<file path="src/rtl/uar_ovs.sv">
// UART receiver: 16x oversampling, configurable frame format, break detection and a FWFT output FIFO.
// Optional macro UAR_OVS_MAJORITY_EN: three-sample majority vote (s = 7, 8, 9) instead of a single sample at s = 8.
module uar_ovs #(
    parameter real CLK_FREQ   = 100e6,
    parameter real BAUD_RATE  = 115200.0,
    parameter int  DATA_BITS  = 8,
    parameter int  PARITY     = 0,
    parameter int  STOP_BITS  = 1,
    parameter int  FIFO_DEPTH = 16
) (
    input  logic                          clk,
    input  logic                          resetn,
    input  logic                          rx,
    output logic [DATA_BITS-1:0]          m_data,
    output logic                          m_perr,
    output logic                          m_valid,
    input  logic                          m_ready,
    output logic                          framing_error,
    output logic                          overrun,
    output logic                          break_detect,
    output logic [$clog2(FIFO_DEPTH):0]   fifo_level
);

    localparam int          AW        = $clog2(FIFO_DEPTH);
    localparam real         INC_R     = 16777216.0 * 16.0 * BAUD_RATE / CLK_FREQ;
    localparam logic [23:0] INC       = 24'($rtoi(INC_R + 0.5));
    localparam logic [3:0]  LAST_DATA = 4'(DATA_BITS - 1);
    localparam logic [3:0]  LAST_STOP = 4'(STOP_BITS - 1);
    localparam logic [AW:0] FULL_LVL  = (AW + 1)'(FIFO_DEPTH);

    typedef enum logic [2:0] {IDLE, START, DATA, PAR, STOP, BRK} state_t;

    (* ASYNC_REG = "TRUE" *) logic rx_meta_reg;
    (* ASYNC_REG = "TRUE" *) logic rx_sync_reg;
    logic rx_prev_reg;

    state_t                 state_reg, state_next;
    logic [23:0]            acc_reg, acc_next;
    logic [24:0]            acc_sum;
    logic [3:0]             s_reg, s_next, s_inc;
    logic [3:0]             bit_cnt_reg, bit_cnt_next;
    logic [DATA_BITS-1:0]   data_reg, data_next;
    logic                   xor_reg, xor_next;
    logic                   ones_reg, ones_next;
    logic                   brk_hi_reg, brk_hi_next;
    logic                   tick, decide, bit_val, perr;
    logic                   push, fe_next, bd_next;
    logic                   framing_error_reg, break_detect_reg, overrun_reg;

    always_ff @(posedge clk or negedge resetn) begin
        if (!resetn) begin
            rx_meta_reg <= 1'b1;
            rx_sync_reg <= 1'b1;
            rx_prev_reg <= 1'b1;
        end else begin
            rx_meta_reg <= rx;
            rx_sync_reg <= rx_meta_reg;
            rx_prev_reg <= rx_sync_reg;
        end
    end

    // Oversample tick is the carry-out of the phase accumulator
    assign acc_sum = {1'b0, acc_reg} + {1'b0, INC};
    assign tick    = acc_sum[24] && (state_reg != IDLE);
    assign acc_next = (state_reg == IDLE) ? 24'd0 : acc_sum[23:0];
    assign s_inc   = s_reg + 4'd1;

`ifdef UAR_OVS_MAJORITY_EN
    logic [1:0] samp_reg, samp_next;

    always_comb begin
        samp_next = samp_reg;
        if (tick && s_inc == 4'd7) samp_next[0] = rx_sync_reg;
        if (tick && s_inc == 4'd8) samp_next[1] = rx_sync_reg;
    end

    always_ff @(posedge clk or negedge resetn) begin
        if (!resetn) samp_reg <= 2'b11;
        else         samp_reg <= samp_next;
    end

    assign decide  = tick && (s_inc == 4'd9);
    assign bit_val = (samp_reg[0] & samp_reg[1]) | (samp_reg[0] & rx_sync_reg) |
                     (samp_reg[1] & rx_sync_reg);
`else
    assign decide  = tick && (s_inc == 4'd8);
    assign bit_val = rx_sync_reg;
`endif

    assign perr = (PARITY == 1) ? ~xor_reg : (PARITY == 2) ? xor_reg : 1'b0;

    always_comb begin
        state_next   = state_reg;
        s_next       = tick ? s_inc : s_reg;
        bit_cnt_next = bit_cnt_reg;
        data_next    = data_reg;
        xor_next     = xor_reg;
        ones_next    = ones_reg;
        brk_hi_next  = brk_hi_reg;
        push         = 1'b0;
        fe_next      = 1'b0;
        bd_next      = 1'b0;
        case (state_reg)
            IDLE: begin
                s_next       = 4'd0;
                bit_cnt_next = 4'd0;
                if (rx_prev_reg && !rx_sync_reg) begin
                    state_next = START;
                    data_next  = '0;
                    xor_next   = 1'b0;
                    ones_next  = 1'b0;
                end
            end
            START: begin
                if (decide) state_next = bit_val ? IDLE : DATA;
            end
            DATA: begin
                if (decide) begin
                    data_next = {bit_val, data_reg[DATA_BITS-1:1]};
                    xor_next  = xor_reg ^ bit_val;
                    ones_next = ones_reg | bit_val;
                    if (bit_cnt_reg == LAST_DATA) begin
                        bit_cnt_next = 4'd0;
                        state_next   = (PARITY != 0) ? PAR : STOP;
                    end else begin
                        bit_cnt_next = bit_cnt_reg + 4'd1;
                    end
                end
            end
            PAR: begin
                if (decide) begin
                    xor_next   = xor_reg ^ bit_val;
                    ones_next  = ones_reg | bit_val;
                    state_next = STOP;
                end
            end
            STOP: begin
                if (decide) begin
                    if (!bit_val) begin
                        if (!ones_reg) begin
                            bd_next     = 1'b1;
                            brk_hi_next = 1'b0;
                            state_next  = BRK;
                        end else begin
                            fe_next    = 1'b1;
                            state_next = IDLE;
                        end
                    end else if (bit_cnt_reg == LAST_STOP) begin
                        push       = 1'b1;
                        state_next = IDLE;
                    end else begin
                        bit_cnt_next = bit_cnt_reg + 4'd1;
                    end
                end
            end
            BRK: begin
                // Leave only after the line stayed high across one whole tick interval
                if (!rx_sync_reg) begin
                    brk_hi_next = 1'b0;
                end else if (tick) begin
                    if (brk_hi_reg) state_next = IDLE;
                    brk_hi_next = 1'b1;
                end
            end
            default: state_next = IDLE;
        endcase
    end

    always_ff @(posedge clk or negedge resetn) begin
        if (!resetn) begin
            state_reg         <= IDLE;
            acc_reg           <= 24'd0;
            s_reg             <= 4'd0;
            bit_cnt_reg       <= 4'd0;
            data_reg          <= '0;
            xor_reg           <= 1'b0;
            ones_reg          <= 1'b0;
            brk_hi_reg        <= 1'b0;
            framing_error_reg <= 1'b0;
            break_detect_reg  <= 1'b0;
        end else begin
            state_reg         <= state_next;
            acc_reg           <= acc_next;
            s_reg             <= s_next;
            bit_cnt_reg       <= bit_cnt_next;
            data_reg          <= data_next;
            xor_reg           <= xor_next;
            ones_reg          <= ones_next;
            brk_hi_reg        <= brk_hi_next;
            framing_error_reg <= fe_next;
            break_detect_reg  <= bd_next;
        end
    end

    logic [DATA_BITS:0]  mem [FIFO_DEPTH];
    logic [DATA_BITS:0]  head;
    logic [AW-1:0]       wr_ptr_reg, rd_ptr_reg;
    logic [AW:0]         level_reg, level_next;
    logic                full, pop, wr_en;

    assign full    = (level_reg == FULL_LVL);
    assign m_valid = (level_reg != '0);
    assign pop     = m_valid && m_ready;
    // A full FIFO still accepts the word when the head leaves in the same cycle
    assign wr_en   = push && (!full || pop);
    assign level_next = level_reg + {{AW{1'b0}}, wr_en} - {{AW{1'b0}}, pop};

    always_ff @(posedge clk) begin
        if (wr_en) mem[wr_ptr_reg] <= {perr, data_reg};
    end

    always_ff @(posedge clk or negedge resetn) begin
        if (!resetn) begin
            wr_ptr_reg  <= '0;
            rd_ptr_reg  <= '0;
            level_reg   <= '0;
            overrun_reg <= 1'b0;
        end else begin
            if (wr_en) wr_ptr_reg <= wr_ptr_reg + 1'b1;
            if (pop)   rd_ptr_reg <= rd_ptr_reg + 1'b1;
            level_reg   <= level_next;
            overrun_reg <= push && full && !pop;
        end
    end

    assign head          = mem[rd_ptr_reg];
    assign m_data        = m_valid ? head[DATA_BITS-1:0] : '0;
    assign m_perr        = m_valid ? head[DATA_BITS] : 1'b0;
    assign fifo_level    = level_reg;
    assign framing_error = framing_error_reg;
    assign break_detect  = break_detect_reg;
    assign overrun       = overrun_reg;

endmodule

</file>
<file path="config.mk">
export PLATFORM = sky130hd
export DESIGN_NAME = uar_ovs
export DESIGN_NICKNAME = d
export VERILOG_FILES = /design/src/rtl/uar_ovs.sv
export SDC_FILE = /design/constraint.sdc
export NUM_CORES = 1
export LEC_CHECK = 0
export CAP_MARGIN = 20
export CORE_AREA = 2 2 127 129
export DETAILED_ROUTE_END_ITERATION = 8
export DIE_AREA = 0 0 129 131
export PLACE_DENSITY = 0.77
export SETUP_SLACK_MARGIN = 0.15
export SYNTH_ARGS = -nofsm -noshare
export SYNTH_HDL_FRONTEND = slang
export SYNTH_SLANG_ARGS = --single-unit
export TNS_END_PERCENT = 100
</file>
<file path="constraint.sdc">
create_clock -name clk -period 4.88 [get_ports clk]
set_clock_uncertainty 0.15 [all_clocks]
set_input_delay 0.976 -clock clk [delete_from_list [all_inputs] [get_ports clk]]
set_output_delay 0.976 -clock clk [all_outputs]
set_load 0.1 [all_outputs]
</file>
==> impl_metrics.ini, run 1 <==
[critical_path]
slowest_delay_ps = 620
cp.required_ps = 3750
cpLargestDelayFamily = multiplexers
reg2reg_to = fifo_level[4]
path_cells = buf_4 > mux4_2 > mux4_2 > nor2b_1 > buf_4
worst-path-buf-inv = 2
r2r_slack_ps = 1140
critPathLaunchType = flip-flop
critPathMaxFanout = 14
criticalPathCategory = reg -> out
r2r_cells = 16
r2r-start = s_reg[0]
cp_data_arrival_time_ps = 2860
crit_slowest_cell = dfrtp_2
critPathCaptureType = primary output

[floorplanning]
design.die.area_mm2 = 0.0169
start_util_pct = 53.9
core_area_mm2 = 0.0156
io_pins = 22
die_x_um = 129
row_count = 46
die_h_um = 131

[clock_tree]
numCtsBuffers = 17
cts_tree = done
cts_root_buf = clkbuf_16
clk_path_buf_depth = 2
post_cts_buffers = 0
path_clk_slew_ps = 70
hold_buffers = 0
ctsResizeCount = 0
htreeDepth = 4
clkLatencyLatePin_ps = 430
clock_sinks = 191

[finish]
nets = 615
largest_register_ffs = 128
area_growth_pct = 12.6
diodes = 0
fin_area_mm2 = 0.00947
layout-drive-gt1-share_pct = 19.4

[timing]
fin_tns_setup_ps = 0
setup_viol = 0
hold_ws_ps = 207
slew_headroom_pct = 33.3
fin_crit_sh_pct = 81.8
grt_setup_unrepaired = no
min_period_ps = 3990
hold_viol_final = 0
slew_violations = 0
tightest_slew_ps = 999
fmax_mhz = 251

[power_and_ir_drop]
p_leak_nw = 3.78
power.density_mw_per_mm2 = 483
irDropWorstVdd_mv = 0.307

[synthesis]
synthArstFlopShare_pct = 33.0
synth-edff-count = 128
synthesis.area_mm2 = 0.00841
ys_warn_count = 0
synth_seq_cells = 191
synth_common_cells = edfxtp_1, dfrtp_1, mux4_2, nor2_1, inv_1
yosysSeqAreaShare_pct = 64.5
syn_area_per_cell_um2 = 15.0
syn_inst = 562
synth_top_cell_by_area = edfxtp_1
synthFlopType = edfxtp_1
synthTopCellsByArea = edfxtp_1, dfrtp_1, mux4_2
synth_most_common_cell = edfxtp_1
yosysTopAreaCellShare_pct = 45.7
syn-num-nets = 583
synth_cell_type_count = 66

[detailed_routing]
wl_um = 16400
vias = 4818
vias_per_cell = 5.85
drc_errors = 0
wire_per_inst_um = 20.0
dr.pass1.iters = 5
postRouteAntennaNets = 0
drt_iter0_drc = 387

[place]
io_buffers = 20
gp_congestion = 0.905
place_area_mm2 = 0.00889
place_hpwl_um = 10800

[hold_path]
hold_class = reg -> reg
hold_depth = 0
min_to = rx_sync_reg
worstHoldStart = rx_meta_reg

[grt]
grt_start_max_net_pins = 36
grt.overflow.total = 0
antenna_found_initial = 0
grt_pass1_vias = 4706
grt_pass1_wl_um = 25700
grt_use_total_pct = 20.7

[run]
maxCapViolations = 0

[status]
status = completed
==> per-stage QoR <==
step           utilization (%)  power (mW)  setup WS [ps]  std cells
2_1_floorplan                -        3.01            865        562
3_3_place_gp              57.0        3.22           1020        791
3_5_place_dp              57.0        3.26            961        791
4_1_cts                   60.7        4.60            829        823
5_1_grt                   60.7        4.81            717        823
6_report                  60.7        4.57            889        823
==> report_power, final <==
group | switching [mW] | internal (mW) | leakage (nW) | total [mW]
sequential | 0.239 | 1.86 | 2.28 | 2.10
clock | 0.633 | 0.720 | 0.277 | 1.35
combinational | 0.651 | 0.464 | 1.22 | 1.11
==> layout make-up <==
type,instances,area [um^2]
fill,1136,6130
sequential,191,5430
multi-input combinational,311,2750
clock buffer,17,425
timing repair buffer,41,333
tap,216,270
clock inverter,15,150
inverter,32,120
==> cells in the final DEF, fill, tap and decap left out, types with 3 or more instances in the layout <==
master,netlist,layout
o31ai_1,3,3
nor3_1,20,18
mux2i_1,10,10
nor4_1,7,7
nor3b_1,3,3
nand4b_1,3,3
nor2_1,36,36
nand2_1,29,29
xnor2_1,16,16
inv_6,0,3
clkinv_4,0,3
clkdlybuf4s50_1,0,11
buf_4,2,29
or4_1,3,3
a21boi_0,3,3
edfxtp_1,128,128
nand3_1,9,9
xor2_1,14,14
dfrtp_1,60,59
nand2b_1,5,5
nand4_1,3,3
clkbuf_16,0,17
ha_1,16,16
o21ai_0,13,13
inv_1,32,32
or3_1,5,5
a31oi_1,3,3
inv_8,0,4
nor2b_1,14,14
dfstp_2,3,3
mux4_2,40,40
a21oi_1,16,16
nor3_2,1,3
==> kinds of logic (layout without fill, tap and decap cells) <==
group	after synthesis	in the layout	share of synthesized area, %
XOR/XNOR	30	30	3.12
flip-flops	191	191	64.5
buffers and inverters	60	105	3.00
adder cells (fa/ha/maj)	17	17	2.62
other	1	1	0.0446
AO/OA/AOI/OAI	59	59	4.95
multiplexers	52	52	12.2
AND/OR/NAND/NOR	152	152	9.61
==> layer usage <==
metal  track usage (%)  up-vias  share of wire, %
li1                  -     2168                 -
met1              26.1     2434                40
met2              35.3      184                52
met3              5.25       32               5.8
met4              6.91        0               1.9
met5                 0        -                 0
==> how the worst max path moves through the flow <==
stage | startpoint | end | slack (ps) | depth (start not counted)
5_1_grt | rd_ptr_reg[0] | m_data[0] | 720 | 5
3_3_place_gp | m_ready | fifo_level[4] | 1020 | 14
4_1_cts | rd_ptr_reg[0] | m_data[0] | 830 | 5
2_1_floorplan | fifo_level[2] | m_data[0] | 870 | 5
3_5_place_dp | m_ready | fifo_level[4] | 960 | 14
6_report | rd_ptr_reg[0] | m_data[0] | 890 | 5
Note: power is estimated with default switching activity, not from simulation.
==> run 2, diff against run 1 <==
==> constraint.sdc (replaced) <==
create_clock -name clk -period 3.7 [get_ports clk]
set_clock_uncertainty 0.15 [all_clocks]
set_input_delay 0.74 -clock clk [delete_from_list [all_inputs] [get_ports clk]]
set_output_delay 0.74 -clock clk [all_outputs]
set_load 0.1 [all_outputs]
==> impl_metrics.ini, run 2 (synthesized netlist as in run 1, its figures left out) <==
[status]
status = completed

[critical_path]
criticalPathCategory = reg -> out
critPathLaunchType = flip-flop
cp_data_arrival_time_ps = 2560
cp.required_ps = 2810
cpLargestDelayFamily = multiplexers
slowest_delay_ps = 550
worst-path-buf-inv = 2
crit_slowest_cell = mux4_2
critPathMaxFanout = 18
critPathCaptureType = primary output
path_cells = buf_12 > mux4_2 > mux4_2 > nor2b_1 > buf_12

[clock_tree]
clock_sinks = 191
clk_path_buf_depth = 2
path_clk_slew_ps = 70
clkLatencyLatePin_ps = 430
cts_tree = done
numCtsBuffers = 17
hold_buffers = 0
cts_root_buf = clkbuf_16
htreeDepth = 4

[run]
maxCapViolations = 0

[place]
gp_congestion = 0.845
dp_cells = 797
place_area_mm2 = 0.00904
dp_slack_ps = 240
io_buffers = 20
place_hpwl_um = 10400

[finish]
area_growth_pct = 14.9
nets = 623
largest_register_ffs = 128
stdcell_count = 831
diodes = 0
final_cell_mix = edfxtp_1, dfrtp_1, mux4_2
layout-drive-gt1-share_pct = 21.5
fin_area_mm2 = 0.00967
fin_util_pct = 62.0
final_common_cell = edfxtp_1

[grt]
antenna_found_initial = 0
grt_pass1_wl_um = 25900
grt_use_total_pct = 20.6
grt.overflow.total = 0
grt_pass1_vias = 4894
grt_start_max_net_pins = 36

[timing]
setup_slack_ps = 245
fin_tns_setup_ps = 0
slew_headroom_pct = 34.5
setup_viol = 0
fin_crit_sh_pct = 93.4
min_period_ps = 3450
grt_setup_unrepaired = no
hold_viol_final = 0
tightest_slew_ps = 979
fmax_mhz = 289
slew_violations = 0
hold_ws_ps = 207

[power_and_ir_drop]
power.total_mw = 6.10
power.density_mw_per_mm2 = 631
p_leak_nw = 3.86
irDropWorstVdd_mv = 0.455

[floorplanning]
start_util_pct = 53.9
io_pins = 22
core_area_mm2 = 0.0156
row_count = 46
die_x_um = 129
design.die.area_mm2 = 0.0169
die_h_um = 131

[detailed_routing]
vias = 4774
vias_per_cell = 5.74
drc_errors = 0
wl_um = 16100
drt_iter0_drc = 334
wire_per_inst_um = 19.4
postRouteAntennaNets = 0
dr.pass1.iters = 5

[hold_path]
hold_class = in -> async
-- run 2: cell count changes in the layout (fill, tap and decap cells not counted), sizes merged --
cell           delta
clkinvlp          +1
bufinv            +1
inv               -3
clkdlybuf4s50     -3
clkbuf            +2
buf              +10
-- run 2: layout make-up --
| class | instances | area, um^2 |
|---|---|---|
| fill | 1102 | 5930 |
| sequential | 191 | 5430 |
| multi-input combinational | 311 | 2750 |
| timing repair buffer | 49 | 515 |
| clock buffer | 18 | 429 |
| tap | 216 | 270 |
| clock inverter | 14 | 156 |
| inverter | 32 | 120 |
-- run 2: report_power, final --
group / switching (mW) / internal [mW]
clock: 0.794 / 1.01
sequential: 0.283 / 2.46
combinational: 0.903 / 0.653
total: 1.98 / 4.12
-- run 2: path summary, 6_finish.rpt --
kind                                     from            end  depth (start not counted)  slack (ps)
worst max-delay path            rd_ptr_reg[0]      m_data[6]                          5         250
worst min-delay path                   resetn    acc_reg[12]                          1         210
worst max register to register       s_reg[0]  fifo_level[4]                         16         360
worst min register to register    rx_meta_reg    rx_sync_reg                          0         210
max in group asynchronous              resetn    rx_prev_reg                          2        2280
min in group clk                  rx_meta_reg    rx_sync_reg                          0         210
-- run 2: what timing repair did --
item	in CTS	in global routing
gates resized for setup	0	3
setup buffers	0	1
endpoints found under the setup margin	0	6
-- run 2: layer usage --
metal | routed length (um) | global-route usage [%]
met5 | 0 | 0
met4 | 310 | 7.35
met3 | 507 | 4.40
met2 | 8780 | 36.5
met1 | 6550 | 25.1
==> run 3, diff against run 2 <==
--- a/config.mk
+++ b/config.mk
@@ -10,8 +10,8 @@
 export DETAILED_ROUTE_END_ITERATION = 8
 export DIE_AREA = 0 0 129 131
 export PLACE_DENSITY = 0.77
+export RECOVER_POWER = 50
 export SETUP_SLACK_MARGIN = 0.15
 export SYNTH_ARGS = -nofsm -noshare
 export SYNTH_HDL_FRONTEND = slang
 export SYNTH_SLANG_ARGS = --single-unit
-export TNS_END_PERCENT = 100
==> impl_metrics.ini, run 3 (synthesized netlist as in run 1, its figures left out) <==
[detailed_routing]
wire_per_inst_um = 19.5
vias_per_cell = 5.77
wl_um = 16200
vias = 4792
drt_iter0_drc = 357
postRouteAntennaNets = 0
dr.pass1.iters = 5
drc_errors = 0

[floorplanning]
start_util_pct = 53.9
core_area_mm2 = 0.0156
die_h_um = 131
row_count = 46
design.die.area_mm2 = 0.0169
io_pins = 22
die_x_um = 129

[power_and_ir_drop]
irDropWorstVdd_mv = 0.456
swShare_pct = 32.5
p_clk_share_pct = 29.6
power.switching_mw = 1.98
intPower_mw = 4.12
p_leak_nw = 3.85
p_seq_share_pct = 45.0
power.density_mw_per_mm2 = 632
power_frac_comb_pct = 25.5

[hold_path]
worstHoldStart = rx_meta_reg
hold_class = reg -> reg
hold_depth = 0
min_to = rx_sync_reg

[timing]
slew_headroom_pct = -13.5
fin_crit_sh_pct = 93.5
min_period_ps = 3460
grt_setup_unrepaired = no
slew_violations = 33
fin_tns_setup_ps = 0
hold_ws_ps = 213
setup_viol = 0
hold_viol_final = 0
fmax_mhz = 289
tightest_slew_ps = 1700

[status]
violations = max-capacitance violations, max-slew violations
status = complete, but fails checks

[place]
place_hpwl_um = 10400
dp_cells = 797
io_buffers = 20
place_area_mm2 = 0.00904
gp_congestion = 0.845

[clock_tree]
numCtsBuffers = 17
clock_sinks = 191
cts_tree = done
clk_path_buf_depth = 2
clkLatencyLatePin_ps = 430
cts_root_buf = clkbuf_16
htreeDepth = 4
path_clk_slew_ps = 70

[grt]
grt.overflow.total = 0
antenna_found_initial = 0
grt_pass1_vias = 4894
grt_start_max_net_pins = 36
grt_pass1_wl_um = 25900
grt_use_total_pct = 20.6

[finish]
stdcell_count = 831
diodes = 0
layout-drive-gt1-share_pct = 20.8
largest_register_ffs = 128
nets = 623
final_cell_mix = edfxtp_1, dfrtp_1, mux4_2
final_common_cell = edfxtp_1
fin_area_mm2 = 0.00965
num-fill-cells = 1107
area_growth_pct = 14.8

[critical_path]
reg2reg_to = fifo_level[4]
slowest_delay_ps = 550
criticalPathCategory = reg -> out
cp.required_ps = 2810
r2r_slack_ps = 360
critPathLaunchType = flip-flop
cp_data_arrival_time_ps = 2570
r2r_cells = 16
crit_slowest_cell = mux4_2
critPathMaxFanout = 18
critPathCaptureType = primary output
path_cells = buf_12 > mux4_2 > mux4_2 > nor2b_1 > buf_12
r2r-start = s_reg[0]

[run]
maxCapViolations = 1
## run 3: changes by cell type in the layout (fill, tap and decap cells not counted), sizes merged
cell / change
clkdlybuf4s50: -1
buf: -3
clkbuf: +3
dlygate4sd3: +1
## run 3: worst max path at each step
| stage | to | start | cells past startpoint | slack [ps] |
|---|---|---|---|---|
| floorplan | m_data[0] | fifo_level[2] | 5 | -80 |
| global placement | fifo_level[4] | s_reg[0] | 16 | 270 |
| detailed placement | fifo_level[4] | s_reg[0] | 16 | 240 |
| CTS | m_data[6] | rd_ptr_reg[0] | 5 | 160 |
| global route | fifo_level[4] | s_reg[0] | 16 | 160 |
| finish | m_data[6] | rd_ptr_reg[0] | 5 | 240 |
## run 3: per-stage QoR
stage	total power [mW]	utilization [%]	setup slack, ps
after floorplan	3.98	-	-78.7
after global placement	4.25	57.9	271
after detailed placement	4.30	57.9	240
after CTS	6.11	61.7	160
after global routing	6.41	61.9	163
final	6.10	61.9	242
## run 3: power by group through the flow
stage,Combinational [mW],Clock [mW],Sequential (mW)
after floorplan,1.11,0,2.86
after global placement,1.49,0,2.76
after detailed placement,1.52,0,2.78
after CTS,1.54,1.83,2.74
after global routing,1.71,1.92,2.78
final,1.56,1.80,2.74
## run 3: repair_timing
action / 4_1_cts / 5_1_grt
gates resized for setup: 0 / 3
setup endpoints to repair: 0 / 6
buffers inserted: 0 / 1
hold buffers: 0 / 0
## run 3: layout make-up
class	count	area [um^2]	share of cell area, %
Clock buffer	18	429	4.45
Clock inverter	14	156	1.62
Inverter	32	120	1.24
Multi-Input combinational cell	311	2740	28.4
Sequential cell	191	5430	56.2
Tap cell	216	270	2.80
Timing Repair Buffer	49	508	5.26
## run 3: per-layer routing
metal	share of wire (%)	track usage, %	vias to the layer above
met3	3.7	4.40	24
met1	40	25.1	2448
met2	54	36.5	137
li1	-	-	2183
met5	0	0	-
met4	2.1	7.35	0
## run 3: worst max-delay path, delay by kind of cell (launching register included)
kind / cells / cell delay, ps
AND/OR/NAND/NOR: 1 / 190
multiplexers: 2 / 1080
buffers and inverters: 2 / 430
flip-flops: 1 / 420
